## src/rtl/if_stage.sv

```systemverilog
// LEGv8 instruction-fetch stage: PC, single-outstanding imem fetch FSM, IF/ID register PR1.
// Optional performance counters are built only when IF_PERF_EN is defined.
module if_stage #(
  parameter logic [63:0] RESET_PC = 64'h0
) (
  input  logic         clk,
  input  logic         reset,
  input  logic         stall,
  input  logic         branch_taken,
  input  logic [63:0]  branch_target,
  output logic         imem_req,
  output logic [63:0]  imem_addr,
  input  logic         imem_valid,
  input  logic [31:0]  imem_rdata,
  output logic [499:0] PR1,
  output logic [31:0]  fetch_count,
  output logic [31:0]  stall_count
);

  typedef enum logic [1:0] {
    S_REQ   = 2'd0,
    S_WAIT  = 2'd1,
    S_HOLD  = 2'd2,
    S_DRAIN = 2'd3
  } state_t;

  state_t      state;
  logic [63:0] pc;
  logic [31:0] hold_insn;
  logic        deliver;
  logic [31:0] deliver_insn;

  function automatic logic [499:0] pack_pr1(input logic [63:0] fpc, input logic [31:0] insn);
    logic [499:0] r;
    r          = '0;
    r[31:0]    = insn;
    r[95:32]   = fpc;
    r[159:96]  = fpc + 64'd4;
    r[160]     = 1'b1;
    return r;
  endfunction

  // Handshake: imem_req high means the request is accepted that same cycle; imem_valid
  // strobes the single response at least one cycle later. A redirect in REQ suppresses
  // the request so that nothing is left outstanding when the FSM re-enters REQ.
  assign imem_req  = (state == S_REQ) && !reset && !branch_taken;
  assign imem_addr = pc;

  // An instruction reaches PR1 this cycle (no stall, no redirect, no reset).
  assign deliver = !reset && !branch_taken && !stall &&
                   (((state == S_WAIT) && imem_valid) || (state == S_HOLD));
  assign deliver_insn = (state == S_HOLD) ? hold_insn : imem_rdata;

  always_ff @(posedge clk) begin
    if (reset) begin
      state     <= S_REQ;
      pc        <= RESET_PC;
      PR1       <= '0;
      hold_insn <= '0;
    end else if (branch_taken) begin
      // A request still in flight must be drained before the target can be fetched.
      pc        <= {branch_target[63:2], 2'b00};
      PR1       <= '0;
      hold_insn <= '0;
      if (((state == S_WAIT) || (state == S_DRAIN)) && !imem_valid)
        state <= S_DRAIN;
      else
        state <= S_REQ;
    end else begin
      if (!stall)
        PR1 <= '0;
      if (deliver) begin
        PR1 <= pack_pr1(pc, deliver_insn);
        pc  <= pc + 64'd4;
      end
      case (state)
        S_REQ:   state <= S_WAIT;
        S_WAIT: begin
          if (imem_valid) begin
            if (stall) begin
              hold_insn <= imem_rdata;
              state     <= S_HOLD;
            end else begin
              state <= S_REQ;
            end
          end
        end
        S_HOLD:  if (!stall) state <= S_REQ;
        S_DRAIN: if (imem_valid) state <= S_REQ;
        default: state <= S_REQ;
      endcase
    end
  end

`ifdef IF_PERF_EN
  always_ff @(posedge clk) begin
    if (reset) begin
      fetch_count <= '0;
      stall_count <= '0;
    end else begin
      if (deliver)
        fetch_count <= fetch_count + 32'd1;
      if (stall)
        stall_count <= stall_count + 32'd1;
    end
  end
`else
  assign fetch_count = '0;
  assign stall_count = '0;
`endif

endmodule

```

## config.mk

```make
export PLATFORM = sky130hd
export DESIGN_NAME = if_stage
export DESIGN_NICKNAME = d
export VERILOG_FILES = /design/src/rtl/if_stage.sv
export SDC_FILE = /design/constraint.sdc
export NUM_CORES = 1
export LEC_CHECK = 0
export CAP_MARGIN = 0
export CORE_AREA = 2 2 287 289
export DETAILED_ROUTE_END_ITERATION = 6
export DIE_AREA = 0 0 289 291
export REMOVE_ABC_BUFFERS = 1
export SYNTH_ARGS = -nofsm -noshare
export SYNTH_HDL_FRONTEND = slang
export SYNTH_SLANG_ARGS = --single-unit
```

## constraint.sdc

```tcl
create_clock -name clk -period 6.03 [get_ports clk]
set_input_delay 0.9045 -clock clk [delete_from_list [all_inputs] [get_ports clk]]
set_output_delay 0.9045 -clock clk [all_outputs]
set_load 0.1 [all_outputs]
```

After elaboration in Yosys (flattened, before gate mapping)
Cells that the tools add are included.
{ "totals": {"memories": 0, "out_inout_bits": 629, "mem_bits_ro": 0, "elab_cells": 43, "ramBits": 0, "in_bits": 101, "register_bits": 259, "latch_bits": 0} }
{ "op_classes": {"magnitude_cmp": 0, "multipliers": 0, "bitwise": 0, "eq_ne": 7, "n_addsub": 1, "shift": 0, "n_reduce_logical": 18, "n_div": 0, "muxes": 12} }
{ "ops": {"columns": ["op", "count"], "rows": [
  ["2-to-1 mux 161 bit", 2],
  ["2-to-1 mux 64 bit", 2],
  ["adder 64 x 3 -> 64 bit (second input constant)", 1],
  ["2-to-1 mux 32 bit", 1],
  ["2-to-1 mux 2 bit", 6],
  ["inequality test 3 bit (second input constant)", 3],
  ["case mux 2 bit (4 select lines)", 1],
  ["logical AND 1 bit", 7],
  ["AND reduction 3 bit", 2],
  ["== test 2 bit (second input constant)", 2],
  ["logical NOT 1 bit", 4],
  ["== test 2 x 1 -> 1 bit (second input constant)", 1],
  ["logical NOT 2 bit", 1],
  ["logical OR 1 bit", 2],
  ["inequality test 2 x 1 -> 1 bit (second input constant)", 1],
  ["nonzero test 2 bit", 1],
  ["OR reduction 2 bit", 1]
]} }

Longest topological paths before layout
{ "logic_depth": {"depth_word": 6, "mapped_depth": 8, "depth_no_buf": 6} }

Worst setup path after synthesis
OpenSTA, ideal clock, no wires.
{ "synth_timing": {"path_kind": "in2out", "startpoint": "input branch_taken", "endpoint": "output imem_req", "required_ns": 5.125, "path_stages": 3, "setup_slack_ns": 1.701, "n_path_buf": 1, "arrival_time_ns": 3.424, "path_cell_list": "or2_2 -> clkbuf_1 -> nor3_1"} }
{ "synth_via": {"elab_chain_len": 2} }
{ "synth_lines": {"columns": ["item", "line_no", "rtl"], "rows": [
  ["from (decl)", "9", "input logic branch_taken,"],
  ["logical NOT 1 bit", "46", "assign imem_req = (state == S_REQ) && !reset && !branch_taken;"],
  ["logical AND 1 bit", "46", null],
  ["to (decl)", "11", "output logic imem_req,"]
]} }
No other way between the ends.

Final worst setup path
{ "layout_timing": {"startpoint": "register pc[2], in the netlist imem_addr[2]", "endpoint": "register pc[60], in the netlist imem_addr[60]"} }
{ "layout_via": {"elab_chain_len": 3} }
{ "layout_lines": {"columns": ["item", "line_no", "rtl"], "rows": [
  ["from (decl)", "28", "logic [63:0] pc;"],
  ["from (signal assigned)", "62", "pc <= {branch_target[63:2], 2'b00};"],
  ["from (signal assigned)", "74", "pc <= pc + 64'd4;"],
  ["adder 64 x 3 -> 64 bit", "74", null],
  ["2-to-1 mux 64 bit", "72", "if (deliver) begin"],
  ["2-to-1 mux 64 bit", "60", "end else if (branch_taken) begin"]
]} }
No other way between the ends. The select of a mux whose other input is x is not followed.
A chain may end at the register's enable or synchronous reset.

==> qor.yml <==
status:
  outcome: "finished, final reports clean"
timing:
  fin_ws_ps: 2550
  hold_viol_final: 0
  fmax_mhz: 287
  finalCriticalPeriod_ps: 3480
  rsz0062_at_grt: "false"
  setup_violations: 0
  setup_tns_ps: 0
  fin_hold_ws_ps: 446
  period_share_pct: 57.8
  worst_pin_slew_ps: 1130
  maxSlewViolCount: 0
  slew_headroom_pct: 24.5
  finalClockSkew_ps: 30.5
cells_and_area:
  fillers: 8982
  layout_common_cells: "conb_1, clkdlybuf4s50_1, dfxtp_1, nand2_1, o21ai_0"
  drive_gt1_share_pct: 6.08
  final_cells: 3080
  final_common_cell: "conb_1"
  seq_area_sq_um: 5060
  postLayoutCoreUtil_pct: 22.3
  area_growth_pct: 28.5
  nNetsFinal: 2082
  multi_input_area_sq_um: 6990
cts:
  htreeDepth: 2
  cts_made_buffers: 36
  cts_setup_buffers: 0
  holdBufCountCts: 0
  clockRootBuffer: "clkbuf_16"
  cts-resized-gates: 0
  cts_tree: "done"
  cts_sinks: 253
  path_clk_slew_ps: 60
  clock_latency_ps: 550
  cts_buffer_depth: 3
global_route:
  grt_remaining_overflow: 0
  grt_max_degree: 51
  grt_pass1_wl_um: 77500
  track_usage_pct: 12.7
  antenna_found_initial: 8
  grt_pass1_vias: 10400
floorplan:
  core-area_sq_um: 81200
  io_pins: 730
  dieArea_sq_um: 84100
  start_util_pct: 17.3
  rows: 105
  die_h_um: 291
  die_w_um: 289
worst_setup_path:
  worst_path_max_delay_cell: "or4_1"
  path_class: "reg -> reg"
  required_ps: 6470
  slowest_delay_ps: 810
  arrival_ps: 3920
  r2r_end: "imem_addr[60]"
  crit_path_start_kind: "register"
  path_cells: "ha_1 -> nand3_2 -> or4_1 -> or4_4 -> or4_1 -> a311oi_1"
  critical_path.max_fanout: 11
  rr_worst_depth: 6
  regToRegStartpoint: "imem_addr[2]"
  crit_top_cell: "or4_1"
  end_kind: "register"
  r2r_slack_ps: 2550
power:
  p_leak_uw: 0.00698
  peakVddDrop_uv: 165
  powerDensity_nw_per_um2: 313
logic_synthesis:
  yosysUniqueCellTypes: 54
  yosysWarningCount: 0
  syn_area_per_cell_sq_um: 8.22
  synth-seq-cells: 253
  synth_cells: 1710
  async_flop_share_pct: 0
  ys.flop_type: "dfxtp_1"
  ys_seq_area_share_pct: 36.0
  netlist_area_sq_um: 14100
  synth_edf_count: 0
placed_design:
  port_buffers: 318
  dp_cells: 3012
  place_hpwl_um: 41300
  preCtsSetupSlack_ps: 2010
  gp_congestion: 0.756
drt:
  viasPerCell: 3.83
  vias: 11800
  drc: 0
  ant_nets: 0
  wl_um: 56600
  wl_per_cell_um: 18.4
  drt_first_pass_iters: 5
  initialDrtViolationCount: 615
hold_path:
  whs_path_depth: 2
  hold_start: "PR1[92]"
  whs_endpoint: "PR1[92]"
  hp-class: "reg -> reg"
flow_run:
  max_cap_viol_count: 0
==> synth_stat cells (all sizes together) (4+ instances only) <==
master  count  area [sq um]
a21oi      48           240
nand3      49           255
or2         4          25.0
nor4       27           169
a21o        6          45.0
and2       10          62.6
a311oi     11          96.3
and4       13           114
or4        21           161
xor2       22           193
a31oi       7          43.8
o211ai     15           113
buf       419          3120
a22oi       5          37.5
mux2i      35           350
a22o       49           429
nand2     232           871
nand4      31           200
or3        15          93.8
inv        16          60.1
dfxtp     253          5060
o31ai       5          37.5
xnor2      50           438
clkbuf    108           407
a211oi     29           218
nor2       56           210
o21ai      99           495
nor3       25           125
and3       17           106
==> worst max-delay path: cells and delay by family (launching register included) <==
| family | cells | cell delay [ps] |
|---|---|---|
| fa+ha+maj | 1 | 290 |
| compound gates | 1 | 250 |
| flops | 1 | 520 |
| simple gates | 4 | 2320 |
==> worst max-delay path by stage <==
stage	start	to	slack (ps)	depth (start not counted)
after floorplan	branch_taken	PR1[152]	-930	4
after global placement	imem_valid	imem_addr[37]	2060	7
after detailed placement	imem_valid	imem_addr[44]	2010	6
after CTS	imem_addr[2]	imem_addr[60]	2450	6
after global routing	imem_addr[2]	imem_addr[60]	2300	6
final	imem_addr[2]	imem_addr[60]	2550	6
==> through the flow <==
stage,total power [uW],instance area (sq um)
after CTS,5740,18100
after global placement,3530,16900
after global routing,5840,18100
after detailed placement,3530,16900
final,5650,18100
after floorplan,3260,12100
==> area by class of cell <==
class | count | share of cell area (%)
Sequential cell | 253 | 28.0
Tap cell | 1070 | 7.41
Multi-Input combinational cell | 1322 | 38.7
Timing Repair Buffer | 351 | 18.9
Clock inverter | 15 | 0.907
Clock buffer | 50 | 5.72
Inverter | 16 | 0.339
Antenna cell | 3 | 0.0415
==> where the power goes <==
group / switching (uW) / internal (uW)
sequential: 84.9 / 1710
combinational: 1530 / 176
clock: 862 / 1290
==> logic make-up after synthesis <==
| group | count (synthesis) | synth area share [%] |
|---|---|---|
| other | 1 | 0.0267 |
| AO/OA/AOI/OAI | 290 | 13.4 |
| XOR/XNOR | 72 | 4.49 |
| multiplexers | 37 | 2.65 |
| adder cells (fa/ha/maj) | 1 | 0.0890 |
| AND/OR/NAND/NOR | 513 | 17.8 |
| flip-flops | 253 | 36.0 |
| buffers and inverters | 543 | 25.5 |
==> per-layer routing <==
metal	vias to the layer above	track usage (%)	wire [um]
met5	-	0	94
met4	14	3.86	1390
met3	81	3.26	4300
met2	512	20.1	25700
met1	5607	16.8	25000
li1	5594	-	-
==> sequential cells by signal, indices dropped and copies added (netlist names) <==
register / flops
hold_insn: 32
imem_addr: 62
state: 2
PR1: 157
No activity file was read; power rests on OpenSTA's default activity.
